### config.mk
export PLATFORM = sky130hd
export DESIGN_NAME = pll_lock_ctrl
export DESIGN_NICKNAME = d
export VERILOG_FILES = /design/src/rtl/pll_ctrl_pkg.sv /design/src/rtl/sync2.sv /design/src/rtl/pll_lock_ctrl.sv
export SDC_FILE = /design/constraint.sdc
export NUM_CORES = 1
export LEC_CHECK = 0
export BUFFER_PORTS_ARGS = -buffer_cell sky130_fd_sc_hd__buf_2
export CORE_UTILIZATION = 40
export DETAILED_ROUTE_END_ITERATION = 6
export MAX_ROUTING_LAYER = met4
export PLACE_DENSITY = 0.54
export SETUP_SLACK_MARGIN = 0.02
export SLEW_MARGIN = 5
export SYNTH_ARGS = -nofsm -noshare
export SYNTH_HDL_FRONTEND = slang
export SYNTH_SLANG_ARGS = --single-unit
### constraint.sdc
create_clock -name clk -period 4.35 [get_ports clk]
set_input_delay 0.435 -clock clk [delete_from_list [all_inputs] [get_ports clk]]
set_output_delay 0.435 -clock clk [all_outputs]
set_load 0.01 [all_outputs]
### src/rtl/pll_ctrl_pkg.sv
`default_nettype none
// ============================================================================
//  Module      : pll_ctrl_pkg
//  Description : Shared types and default cycle constants for the PLL lock
//                supervisor. Holds the FSM state encoding and the
//                48 MHz default timing values.
//  Revision    : 1.0 - initial release
// ============================================================================
package pll_ctrl_pkg;

    // Default timing at a 48 MHz reference clock
    localparam int unsigned c_STABLE_CYCLES  = 4800;    // 100 us of continuous lock
    localparam int unsigned c_GLITCH_CYCLES  = 4;       // extra low cycles tolerated in RUN
    localparam int unsigned c_TIMEOUT_CYCLES = 480000;  // 10 ms without lock
    localparam int unsigned c_PLL_RST_CYCLES = 48;      // PLL reset pulse width
    localparam int          c_CNT_W          = 20;
    localparam int          c_LOSS_W         = 8;

    // Supervisor states; the three spare codes are treated as illegal
    typedef enum logic [2:0] {
        ST_WAIT   = 3'd0,
        ST_PLLRST = 3'd1,
        ST_STABLE = 3'd2,
        ST_RUN    = 3'd3,
        ST_DROP   = 3'd4
    } pll_state_e;

endpackage : pll_ctrl_pkg
`default_nettype wire

### src/rtl/sync2.sv
`default_nettype none
// ============================================================================
//  Module      : sync2
//  Description : Two-flop synchroniser for asynchronous level inputs.
//  Ports       : clk    - destination clock
//                rst_n  - asynchronous active-low reset (flops clear to 0)
//                i_d    - asynchronous input
//                o_q    - synchronised output, two clk edges of latency
//  Revision    : 1.0 - initial release
// ============================================================================
module sync2 #(
    parameter int WIDTH = 1
) (
    input  logic             clk,
    input  logic             rst_n,
    input  logic [WIDTH-1:0] i_d,
    output logic [WIDTH-1:0] o_q
);

    logic [WIDTH-1:0] r_meta_q;
    logic [WIDTH-1:0] r_sync_q;

    always_ff @(posedge clk or negedge rst_n) begin
        if (!rst_n) begin
            r_meta_q <= '0;
            r_sync_q <= '0;
        end else begin
            r_meta_q <= i_d;
            r_sync_q <= r_meta_q;
        end
    end

    assign o_q = r_sync_q;

endmodule : sync2
`default_nettype wire

### src/rtl/pll_lock_ctrl.sv
`default_nettype none
// ============================================================================
//  Module      : pll_lock_ctrl
//  Description : PLL lock supervisor and reset generator. Synchronises the
//                PLL locked flag, releases the system reset after a period of
//                continuous lock, filters short lock glitches, counts real
//                lock losses and pulses the PLL reset on lock timeout.
//  Ports       : clk         - 48 MHz reference clock
//                resetn      - asynchronous active-low reset
//                locked      - PLL lock flag (asynchronous)
//                clr_status  - synchronous clear of loss_count / timeout_err
//                pll_rst     - active-high reset to the PLL
//                sys_resetn  - active-low reset to downstream logic
//                ready       - high while in RUN or DROP
//                loss_count  - saturating count of declared lock losses
//                timeout_err - sticky lock-timeout flag
//  Revision    : 1.0 - initial release
// ============================================================================
module pll_lock_ctrl
    import pll_ctrl_pkg::*;
#(
    parameter int unsigned STABLE_CYCLES  = c_STABLE_CYCLES,
    parameter int unsigned GLITCH_CYCLES  = c_GLITCH_CYCLES,
    parameter int unsigned TIMEOUT_CYCLES = c_TIMEOUT_CYCLES,
    parameter int unsigned PLL_RST_CYCLES = c_PLL_RST_CYCLES,
    parameter int          CNT_W          = c_CNT_W,
    parameter int          LOSS_W         = c_LOSS_W
) (
    input  logic              clk,
    input  logic              resetn,
    input  logic              locked,
    input  logic              clr_status,
    output logic              pll_rst,
    output logic              sys_resetn,
    output logic              ready,
    output logic [LOSS_W-1:0] loss_count,
    output logic              timeout_err
);

    // Terminal counts: each state exits on the edge where cnt hits N-1
    localparam logic [CNT_W-1:0]  c_STABLE_LAST  = CNT_W'(STABLE_CYCLES - 1);
    localparam logic [CNT_W-1:0]  c_GLITCH_LAST  = CNT_W'(GLITCH_CYCLES - 1);
    localparam logic [CNT_W-1:0]  c_TIMEOUT_LAST = CNT_W'(TIMEOUT_CYCLES - 1);
    localparam logic [CNT_W-1:0]  c_PLLRST_LAST  = CNT_W'(PLL_RST_CYCLES - 1);
    localparam logic [CNT_W-1:0]  c_CNT_INC      = CNT_W'(1);
    localparam logic [LOSS_W-1:0] c_LOSS_INC     = LOSS_W'(1);
    localparam logic [LOSS_W-1:0] c_LOSS_MAX     = {LOSS_W{1'b1}};

    logic              w_locked_s;

    pll_state_e        r_state_q,       w_state_d;
    logic [CNT_W-1:0]  r_cnt_q,         w_cnt_d;
    logic              r_pll_rst_q,     w_pll_rst_d;
    logic              r_sys_resetn_q,  w_sys_resetn_d;
    logic              r_ready_q,       w_ready_d;
    logic [LOSS_W-1:0] r_loss_q,        w_loss_d;
    logic              r_timeout_err_q, w_timeout_err_d;

    logic              w_loss_evt;
    logic              w_timeout_evt;

    sync2 #(
        .WIDTH (1)
    ) u_lock_sync (
        .clk   (clk),
        .rst_n (resetn),
        .i_d   (locked),
        .o_q   (w_locked_s)
    );

    // Next-state and counter logic
    always_comb begin
        w_state_d     = r_state_q;
        w_cnt_d       = r_cnt_q + c_CNT_INC;
        w_loss_evt    = 1'b0;
        w_timeout_evt = 1'b0;

        case (r_state_q)
            ST_WAIT: begin
                if (w_locked_s) begin
                    w_state_d = ST_STABLE;
                    w_cnt_d   = '0;
                end else if (r_cnt_q == c_TIMEOUT_LAST) begin
                    w_state_d     = ST_PLLRST;
                    w_cnt_d       = '0;
                    w_timeout_evt = 1'b1;
                end
            end
            ST_PLLRST: begin
                // Lock indication is not trusted while the PLL is held in reset
                if (r_cnt_q == c_PLLRST_LAST) begin
                    w_state_d = ST_WAIT;
                    w_cnt_d   = '0;
                end
            end
            ST_STABLE: begin
                if (!w_locked_s) begin
                    w_state_d = ST_WAIT;
                    w_cnt_d   = '0;
                end else if (r_cnt_q == c_STABLE_LAST) begin
                    w_state_d = ST_RUN;
                    w_cnt_d   = '0;
                end
            end
            ST_RUN: begin
                w_cnt_d = '0;
                if (!w_locked_s) begin
                    w_state_d = ST_DROP;
                end
            end
            ST_DROP: begin
                if (w_locked_s) begin
                    w_state_d = ST_RUN;
                    w_cnt_d   = '0;
                end else if (r_cnt_q == c_GLITCH_LAST) begin
                    w_state_d  = ST_WAIT;
                    w_cnt_d    = '0;
                    w_loss_evt = 1'b1;
                end
            end
            default: begin
                w_state_d = ST_WAIT;
                w_cnt_d   = '0;
            end
        endcase
    end

    // Registered outputs follow the state being entered
    always_comb begin
        w_pll_rst_d    = (w_state_d == ST_PLLRST);
        w_sys_resetn_d = (w_state_d == ST_RUN) || (w_state_d == ST_DROP);
        w_ready_d      = w_sys_resetn_d;

        // A loss or timeout on the clearing edge still gets recorded
        if (clr_status) begin
            w_loss_d        = w_loss_evt ? c_LOSS_INC : '0;
            w_timeout_err_d = w_timeout_evt;
        end else begin
            w_loss_d        = r_loss_q;
            w_timeout_err_d = r_timeout_err_q | w_timeout_evt;
            if (w_loss_evt && (r_loss_q != c_LOSS_MAX)) begin
                w_loss_d = r_loss_q + c_LOSS_INC;
            end
        end
    end

    always_ff @(posedge clk or negedge resetn) begin
        if (!resetn) begin
            r_state_q       <= ST_WAIT;
            r_cnt_q         <= '0;
            r_pll_rst_q     <= 1'b0;
            r_sys_resetn_q  <= 1'b0;
            r_ready_q       <= 1'b0;
            r_loss_q        <= '0;
            r_timeout_err_q <= 1'b0;
        end else begin
            r_state_q       <= w_state_d;
            r_cnt_q         <= w_cnt_d;
            r_pll_rst_q     <= w_pll_rst_d;
            r_sys_resetn_q  <= w_sys_resetn_d;
            r_ready_q       <= w_ready_d;
            r_loss_q        <= w_loss_d;
            r_timeout_err_q <= w_timeout_err_d;
        end
    end

    assign pll_rst     = r_pll_rst_q;
    assign sys_resetn  = r_sys_resetn_q;
    assign ready       = r_ready_q;
    assign loss_count  = r_loss_q;
    assign timeout_err = r_timeout_err_q;

endmodule : pll_lock_ctrl
`default_nettype wire

-- Word level (Yosys, flattened, before mapping)
Cells that the tools add are included.
- register bits after elaboration: 36
- input bits: 4
- output and inout bits: 12
- $add $sub $neg: 2
- equal/unequal tests: 12
- mux-type cells: 27
- bitwise operators: 1
- reductions and logical operators: 4
- operators by type and width (cell ; number):
    $mux W20 ; 7
    $pmux W20 S4 ; 1
    $mux W3 ; 8
    $add A20 B1 Y20 const B ; 1
    $eq A20 B13 Y1 const B ; 1
    $eq A20 B19 Y1 const B ; 1
    $eq A20 B2 Y1 const B ; 1
    $eq A20 B6 Y1 const B ; 1
    $mux W8 ; 2
    $pmux W3 S5 ; 1
    $eq A3 B2 Y1 const B ; 3
    $add A8 B1 Y8 const B ; 1
    $mux W1 ; 8
    $ne A8 B8 Y1 const B ; 1
    $eq A3 B1 Y1 const B ; 2
    $eq A3 B3 Y1 const B ; 2
    $logic_not A3 Y1 ; 1
    $reduce_bool A2 Y1 ; 1
    $logic_and A1 B1 Y1 ; 1
    $logic_or A1 B1 Y1 ; 1
    $or A1 B1 Y1 ; 1

-- Depth between registers and ports, before layout
Gate-level depths: netlist of the first run.
- depth after elaboration: 7
- mapped depth: 7
- mapped depth without buffers: 6

-- Hierarchy
A second synthesis of the first run with hierarchy kept.
- cell total of the unflattened synthesis: 191
- area total of the unflattened synthesis: 1900.6 um2
- modules (own cells, without submodules) (module ; times used ; cells each ; area an instance (um2) ; seq. area each (um2)):
    pll_lock_ctrl ; 1 ; 189 ; 1850.5 ; 850.8
    sync2 ; 1 ; 2 ; 50.0 ; 50.0

-- Worst setup path after synthesis of the first run
Ideal clock, no wire load.
- kind: reg2reg
- from: reg r_cnt_q[0]
- to: reg r_cnt_q[10]
- setup time: 0.119 ns
- arrival time: 1.787 ns
- path slack: 2.444 ns
- stages on the path, launching flop included: 7
- buffers on the path: 1
- clock period less this slack: 1.906 ns
- path through: dfrtp_1 -> ha_1 -> nor4b_1 -> a21boi_1 -> a2111oi_4 -> buf_6 -> nor2_2
- longest elaborated chain between the ends: 4
- elaborated cells on any way between the ends: 13
- RTL lines (item ; RTL line ; text):
    start: declaration ; pll_lock_ctrl.sv:52 ; logic [CNT_W-1:0] r_cnt_q, w_cnt_d;
    start signal: assignment ; pll_lock_ctrl.sv:158 ; r_cnt_q <= w_cnt_d;
    $add A20 B1 Y20 (tied with other cells) ; pll_lock_ctrl.sv:74 ; w_cnt_d = r_cnt_q + c_CNT_INC;
    $mux W20 (on tied branches) ; pll_lock_ctrl.sv:115, pll_lock_ctrl.sv:83, pll_lock_ctrl.sv:100 ;
    $mux W20 (on tied branches) ; pll_lock_ctrl.sv:112, pll_lock_ctrl.sv:80, pll_lock_ctrl.sv:97 ;
    $pmux W20 S4 * ; pll_lock_ctrl.sv:78 ; case (r_state_q)
    net w_cnt_d[10] ; pll_lock_ctrl.sv:52 ;
The timed path passes the listed nets; every way through them passes the cells marked *.
A chain may end at the register's enable or synchronous reset.

-- Final worst setup path of the first run
- from: reg r_cnt_q[0]
- to: reg r_cnt_q[19]
The elaborated chain is that of the path after synthesis.

==> results.toml, run 1 <==
[detailed_routing]
postRouteAntennaNets = 0
avgViaCountPerCell = 5.18
drt_iter0_drc = 19
wl_mm = 3.80
drt-wirelength-per-cell_um = 13.5
vias = 1456
drc = 0
firstDrtPassIters = 4

[timing]
max_freq_mhz = 432
finalHoldViolCount = 0
relSlewSlack_pct = 47.3
finClkSkew_ns = 0.00751
rsz0062_at_grt = "false"
setup-violations-final = 0
fin_crit_ns = 2.31
worst_pin_slew_ns = 0.790
slew_violations = 0
fin_ws_ns = 2.04
post-route-period-util_pct = 53.2
setup_tns_ns = 0

[synth]
synthesis.area_sq_um = 1950
synth.distinct_cells = 42
synth_area_leader_cell = "dfrtp_1"
synthArstFlopShare_pct = 100
synth_edf_count = 0
syn_area_per_cell_sq_um = 10.0
synthMostInstantiatedCell = "dfrtp_1"
ys_ff_latch = 36
synthesis.nets = 201
yosysWarnings = 0
synthTopCellsByArea = "dfrtp_1 46%, xnor2_1 6.3%, nor2_1 4.4%, nor2_2 2.9%, nand3_1 2.8%"
synth_seq_area_share_pct = 46.1
ys_dominant_reg_cell = "dfrtp_1"
syn_inst = 195
yosysTopAreaCellShare_pct = 46.1
synthTopCellsByCount = "36 x dfrtp_1, 23 x nor2_1, 14 x xnor2_1, 11 x nand2_1, 11 x nand3_1"

[worst_setup_path]
slowest_delay_ns = 0.59
cp.arrival_ns = 2.48
start_kind = "register"
critPathRequiredTime_ns = 4.52
ff2ff_path_depth = 6
reg2reg_from = "r_cnt_q[0]"
cpMaxStageDelayCell = "nor4b_1"
reg2reg_slack_ns = 2.04
crit_path_end_kind = "register"
cp_max_fo = 20
crit_type = "register to register"
r2r-end = "r_cnt_q[19]"
path_cells = "ha_1 -> nor4b_1 -> a21boi_1 -> a2111oi_4 -> buf_4 -> nor2_1"

[cells_and_area]
seqCellArea_sq_um = 901
area_growth_pct = 11.7
design_area_sq_um = 2180
nNetsFinal = 220
fin_util_pct = 46.2
drive_gt1_share_pct = 20.1
antenna_cells = 0
final_cells = 281
fillers = 463
multiInputGateArea_sq_um = 997

[placed_design]
portBuffers = 15
gp_congestion = 0.817
place_hpwl_mm = 2.82
post-place-ws_ns = 2.08
post-place-cells = 274
placed_cell_area_sq_um = 2090

[power_and_ir_drop]
swShare_pct = 21.3
comb_power_share_pct = 4.2
power_frac_clock_pct = 40.4
switching_power_uw = 132
irDropWorstVdd_v = 0.000150
powerDensity_nw_per_um2 = 284
p_leak_uw = 0.000917
intPower_uw = 488
p_seq_share_pct = 55.3

[die]
num_io_pins = 16
core_sq_um = 4720
start_util_pct = 41.4
std_cell_rows = 25
die-height_um = 71.9
fp.dieArea_sq_um = 5170
die_w_um = 71.9

[clock_tree]
tritoncts.num_buffers = 5
cts_tree = "done"
cts.htree.levels = 2
cts_resized = 0
cts_num_sinks = 36
clk_pin_slew_ns = 0.07
post_cts_buffers = 0
cts.hold.buffers_added = 0
cts-root-buf = "clkbuf_8"
clkLatencyLatePin_ns = 0.28
clk_path_buf_depth = 2

[global_route]
antenna_found_initial = 0
grt_overflow = 0
grt_first_pass_wirelength_mm = 6.90
grt.total_usage_pct = 18.0
grt_max_degree = 37
grt_pass1_vias = 1520

[status]
status = "completed"

[job]
maxCapViolCount = 0

[worst_hold_path]
hold_class = "primary input to asynchronous set/reset pin"
## logic make-up (layout without fill, tap and decap cells)
group           after synthesis  count (layout)  synth area share (%)
simple gates                105             105                  31.0
flops                        36              36                  46.1
xor+xnor                     20              20                  8.96
compound gates               19              19                  8.13
buf+inv                      10              29                  2.88
mux                           3               3                  1.60
fa+ha+maj                     2               2                  1.28
## metal layers
layer	track usage [%]	vias up	wire length [um]
met5	-	-	0
met4	6.75	0	42
met3	4.17	4	110
met2	28.6	23	1800
met1	22.4	698	1840
li1	-	731	-
## area by class of cell
cell class / instances / share of cell area [%]
flip-flops and latches: 36 / 41.3
multi-input cells: 149 / 45.7
clock buffers: 7 / 4.41
well taps: 67 / 3.84
repair buffers: 16 / 3.78
inverters: 6 / 1.03
## cells in the final DEF (no fill, tap or decap), types with 3 or more instances in the layout
master,n
nand2_1,11
o21ai_0,4
buf_2,15
nor3_1,9
nor2_1,23
and4_1,6
dfrtp_1,36
xor2_1,6
nand3_1,11
a31o_2,3
nor2_2,9
clkbuf_8,7
a21oi_1,5
xnor2_1,14
inv_1,6
nand2b_1,4
nand4_1,8
and3_1,6
## power by group through the flow
stage               logic (uW)  clock network, uW  registers [uW]
finish                    26.2                251             343
detailed placement        27.1                  0             349
CTS                       27.2                261             343
global route              30.0                273             343
floorplan                 17.8                  0             348
global placement          26.4                  0             349
## through the flow
step	hold slack [ns]	total power, uW
2_1_floorplan	0.139	366
3_3_place_gp	0.332	375
3_5_place_dp	0.339	376
4_1_cts	0.251	631
5_1_grt	0.249	647
6_report	0.233	620
## flip-flops by register name (all words and copies together) (netlist names)
register and cells:
r_cnt_q 20, loss_count 8, r_state_q 3, pll_rst 1, ready 1, timeout_err 1
u_lock_sync.o_q 1, u_lock_sync.r_meta_q 1
## worst max path at each step
stage,from,endpoint,slack (ns),depth (start not counted)
final,r_cnt_q[0],r_cnt_q[19],2.04,6
after detailed placement,r_cnt_q[0],r_cnt_q[18],2.08,6
after floorplan,r_cnt_q[0],r_cnt_q[10],2.44,6
after CTS,r_cnt_q[0],r_cnt_q[6],2.06,6
after global routing,r_cnt_q[0],r_cnt_q[19],1.87,6
after global placement,r_cnt_q[0],r_cnt_q[13],2.15,6
## critical path, delay by kind of cell (launching register included)
family,cells,cell delay (ns)
simple gates,2,0.68
compound gates,2,0.58
buf+inv,1,0.32
flops,1,0.39
fa+ha+maj,1,0.23
Power figures use the tool's default switching activity.
==> run 2, diff against run 1 <==
--- a/config.mk
+++ b/config.mk
@@ -9,7 +9,7 @@
 export CORE_UTILIZATION = 40
 export DETAILED_ROUTE_END_ITERATION = 6
 export MAX_ROUTING_LAYER = met4
-export PLACE_DENSITY = 0.54
+export PLACE_DENSITY = 0.56
 export SETUP_SLACK_MARGIN = 0.02
 export SLEW_MARGIN = 5
 export SYNTH_ARGS = -nofsm -noshare
==> constraint.sdc (replaced) <==
create_clock -name clk -period 1.9 [get_ports clk]
set_input_delay 0.19 -clock clk [delete_from_list [all_inputs] [get_ports clk]]
set_output_delay 0.19 -clock clk [all_outputs]
set_load 0.01 [all_outputs]
==> run 2 against run 1 <==
Effect of this change: the run now ends with hold timing, setup timing left; worst hold slack worse by 0.24 ns; clock-buffer cell count up 1; routed wire length grew 14%; highest routed layer unchanged; maximum frequency is 16% higher; largest power group unchanged; largest cell class unchanged.
==> results.toml, run 2 (synthesized netlist as in run 1, its figures left out) <==
[power_and_ir_drop]
powerDensity_nw_per_um2 = 565
p_leak_uw = 0.00112
irDropWorstVdd_v = 0.000393

[worst_setup_path]
reg2reg_from = "r_cnt_q[15]"
start_kind = "register"
cp.arrival_ns = 2.17
crit_path_end_kind = "register"
ff2ff_path_depth = 7
critPathRequiredTime_ns = 2.07
r2r-end = "r_cnt_q[10]"
reg2reg_slack_ns = -0.10
crit_type = "register to register"
cp_max_fo = 5

[detailed_routing]
postRouteAntennaNets = 0
wl_mm = 4.34
firstDrtPassIters = 4
avgViaCountPerCell = 5.23
drt_iter0_drc = 88
vias = 1647
drt-wirelength-per-cell_um = 13.8
drc = 0

[cells_and_area]
largest_reg_flops = 20
antenna_cells = 0
regMostFlops = "r_cnt_q"
fillers = 434
final_cell_mix = "35 x dfrtp_1, 30 x buf_4, 22 x nor2_1, 15 x buf_2, 14 x xnor2_1"
mostFrequentLayoutCell = "dfrtp_1"
drive_gt1_share_pct = 33.9
nNetsFinal = 253
final_cells = 315
area_growth_pct = 30.0

[placed_design]
portBuffers = 15
post-place-cells = 304
gp_congestion = 0.862
place_hpwl_mm = 3.15

[timing]
slew_violations = 0
rsz0062_at_grt = "true"
finalHoldViolCount = 36
fin_crit_ns = 2.00
worst_pin_slew_ns = 0.786
finClkSkew_ns = 0.00470
fin_ws_ns = -0.102
max_freq_mhz = 500
relSlewSlack_pct = 47.6
setup-violations-final = 20
post-route-period-util_pct = 105
whs_ns = -0.00942

[die]
num_io_pins = 16
core_sq_um = 4720
fp.dieArea_sq_um = 5170
die-height_um = 71.9
start_util_pct = 41.4
die_w_um = 71.9
std_cell_rows = 25

[status]
violations = "hold timing, setup timing"
status = "finished with violations"

[global_route]
grt_max_degree = 37
grt_first_pass_wirelength_mm = 7.41
antenna_found_initial = 0
grt_pass1_vias = 1625
grt.total_usage_pct = 19.2
grt_overflow = 0

[clock_tree]
clk_pin_slew_ns = 0.07
cts.hold.buffers_added = 0
clk_path_buf_depth = 2
cts.htree.levels = 2
clkLatencyLatePin_ns = 0.28
tritoncts.num_buffers = 5
cts_tree = "done"
cts-root-buf = "clkbuf_8"
cts_num_sinks = 36

[job]
maxCapViolCount = 0

[worst_hold_path]
hold_class = "primary input to asynchronous set/reset pin"
==> run 2: cell count changes in the layout (fill, tap and decap cells not counted), sizes merged <==
cell and change:
buf +32, clkbuf +2
==> run 2: worst max-delay path, stage by stage (launching register included) <==
cell and delay (ns):
dfrtp_1 0.43, nor4bb_1 0.35, and3_1 0.23, nand4_1 0.16, a2111oi_4 0.34, buf_6 0.19
buf_8 0.15, nor2_2 0.04
==> run 2: cell type report <==
cell class / instances / area (sq um) / area share (%)
repair buffers: 49 / 372 / 14.6
flip-flops and latches: 36 / 902 / 35.5
multi-input cells: 149 / 1070 / 42.1
clock buffers: 8 / 90.1 / 3.55
inverters: 6 / 22.5 / 0.886
well taps: 67 / 83.8 / 3.30
==> run 2: what timing repair did <==
action	CTS	global route
resized for setup	4	10
hold endpoints to repair	0	0
setup endpoints to repair	20	25
pin swaps	1	5
buffers inserted	0	1
gates cloned	0	2
==> run 2: metrics by stage <==
step	setup slack [ns]	total power (uW)	instance area [sq um]	utilization, %	setup TNS, ns
floorplan	0.0392	839	1970	-	0
global placement	-0.0414	873	2340	49.5	-0.668
detailed placement	-0.0784	878	2340	49.5	-1.38
CTS	-0.0189	1430	2440	51.8	-0.160
global route	-0.185	1500	2540	53.8	-3.63
finish	-0.102	1440	2540	53.8	-1.79
==> run 2: routing by layer <==
metal | GRT usage [%] | vias to the layer above | wire, um
met1 | 24.0 | 814 | 1980
met3 | 3.75 | 6 | 125
met2 | 31.8 | 31 | 2170
li1 | - | 796 | -
met5 | - | - | 0
met4 | 5.88 | 0 | 68
==> run 2: where the power goes <==
group          switching, uW  leakage, uW  total (uW)  internal (uW)
logic                   55.0     0.000578         104           48.8
clock network            253    0.0000455         549            296
registers               8.38     0.000492         784            775
==> run 2: worst max path at each step <==
| stage | from | to | slack [ns] | depth (start not counted) |
|---|---|---|---|---|
| 2_1_floorplan | r_cnt_q[8] | r_cnt_q[16] | 0.04 | 6 |
| 3_3_place_gp | r_cnt_q[6] | r_cnt_q[13] | -0.04 | 7 |
| 3_5_place_dp | r_cnt_q[1] | r_cnt_q[13] | -0.08 | 7 |
| 4_1_cts | r_cnt_q[15] | r_cnt_q[3] | -0.02 | 6 |
| 5_1_grt | r_cnt_q[15] | r_cnt_q[5] | -0.19 | 7 |
| 6_report | r_cnt_q[15] | r_cnt_q[10] | -0.10 | 7 |
==> run 3, diff against run 2 <==
--- a/config.mk
+++ b/config.mk
@@ -11,6 +11,7 @@
 export MAX_ROUTING_LAYER = met4
 export PLACE_DENSITY = 0.56
 export SETUP_SLACK_MARGIN = 0.02
+export SKIP_CTS_REPAIR_TIMING = 1
 export SLEW_MARGIN = 5
 export SYNTH_ARGS = -nofsm -noshare
 export SYNTH_HDL_FRONTEND = slang
==> run 3 against run 2 <==
Effect of this change: the run still ends with hold timing, setup timing left; global-route usage decreased by 0.37 points; critical path depth unchanged; maximum frequency increased by 1.7%; routed wire length increased by 5.1%; die area unchanged; first-iteration DRC count increased by 26%; critical endpoint is now r_cnt_q[12]; highest routed layer unchanged.
==> results.toml, run 3 (synthesized netlist as in run 1, its figures left out) <==
[status]
status = "finished with violations"
violations = "hold timing, setup timing"

[worst_hold_path]
hold_class = "primary input to asynchronous set/reset pin"

[placed_design]
portBuffers = 15
post-place-cells = 304
gp_congestion = 0.862
place_hpwl_mm = 3.15
post-place-ws_ns = -0.0784

[worst_setup_path]
crit_path_end_kind = "register"
start_kind = "register"
cp_max_fo = 5
reg2reg_from = "r_cnt_q[15]"
slowest_delay_ns = 0.42
r2r-end = "r_cnt_q[12]"
critPathRequiredTime_ns = 2.07
cp.buffers_inverters = 2
path_delay_family = "simple AND/OR/NAND/NOR gates"
reg2reg_slack_ns = -0.07
ff2ff_path_depth = 7
crit_type = "register to register"
cp.arrival_ns = 2.14
path_cells = "nor4_2 -> and4_4 -> a21boi_2 -> a2111oi_4 -> buf_6 -> clkbuf_16 -> nor2_2"
cpMaxStageDelayCell = "dfrtp_1"

[global_route]
grt_pass1_vias = 1622
grt_max_degree = 37
grt_first_pass_wirelength_mm = 7.29
grt.total_usage_pct = 18.9
grt_overflow = 0
antenna_found_initial = 0

[timing]
setup-violations-final = 20
worst_pin_slew_ns = 0.798
finalHoldViolCount = 10
fin_ws_ns = -0.0690
max_freq_mhz = 508
whs_ns = -0.00946
rsz0062_at_grt = "true"
fin_crit_ns = 1.97
slew_violations = 0
setup_tns_ns = -1.18
finClkSkew_ns = 0.00650
post-route-period-util_pct = 104
relSlewSlack_pct = 46.8

[die]
fp.dieArea_sq_um = 5170
core_sq_um = 4720
start_util_pct = 41.4
std_cell_rows = 25
die_w_um = 71.9
die-height_um = 71.9
num_io_pins = 16

[cells_and_area]
nNetsFinal = 256
regMostFlops = "r_cnt_q"
drive_gt1_share_pct = 41.0
antenna_cells = 0
multiInputGateArea_sq_um = 1150
fillers = 419
final_cell_mix = "36 x dfrtp_1, 32 x buf_4, 15 x buf_2, 14 x xnor2_1, 14 x nor2_2"
final_cells = 318
area_growth_pct = 36.1
seqCellArea_sq_um = 901
fin_util_pct = 56.3
mostFrequentLayoutCell = "dfrtp_1"
largest_reg_flops = 20

[power_and_ir_drop]
powerDensity_nw_per_um2 = 545
finalPower_uw = 1450
irDropWorstVdd_v = 0.000397
p_leak_uw = 0.00114

[clock_tree]
cts_tree = "done"
clk_path_buf_depth = 2
cts.htree.levels = 2
cts_num_sinks = 36
clk_pin_slew_ns = 0.07
tritoncts.num_buffers = 5
cts-root-buf = "clkbuf_8"
clkLatencyLatePin_ns = 0.28

[detailed_routing]
avgViaCountPerCell = 5.29
postRouteAntennaNets = 0
drc = 0
wl_mm = 4.56
vias = 1682
drt_iter0_drc = 111
drt-wirelength-per-cell_um = 14.3
firstDrtPassIters = 4

[job]
maxCapViolCount = 0
[run 3: cell count changes in the layout (fill, tap and decap cells not counted), sizes merged]
cell / change
buf: +2
clkbuf: +1
[run 3: how the worst max path moves through the flow]
stage,depth (start not counted),start,slack [ns],end
floorplan,6,r_cnt_q[8],0.04,r_cnt_q[16]
global placement,7,r_cnt_q[6],-0.04,r_cnt_q[13]
detailed placement,7,r_cnt_q[1],-0.08,r_cnt_q[13]
CTS,7,r_cnt_q[1],-0.1,r_cnt_q[3]
global route,7,r_cnt_q[19],-0.17,r_cnt_q[12]
finish,7,r_cnt_q[15],-0.07,r_cnt_q[12]
[run 3: routing by layer]
layer / global-route usage, % / share of wire (%)
met4: 5.88 / 1.5
met5: - / 0
met2: 30.8 / 52
met1: 23.7 / 44
met3: 3.75 / 3.0
[run 3: cell type report]
class | instances | area share, %
tap | 67 | 3.15
sequential | 36 | 33.9
multi-input combinational | 149 | 43.4
timing repair buffer | 52 | 15.3
clock buffer | 8 | 3.39
inverter | 6 | 0.847
[run 3: through the flow]
step                instance area (sq um)  hold slack, ns
detailed placement                   2340           0.299
finish                               2660        -0.00946
floorplan                            1970          -0.106
global route                         2660         0.00319
CTS                                  2430         0.00635
global placement                     2340           0.297
[run 3: report_power, final]
group	internal (uW)	leakage [uW]	switching, uW	total [uW]
clock	296	0.0000455	257	552
combinational	53.3	0.000605	60.5	114
sequential	775	0.000494	8.96	784
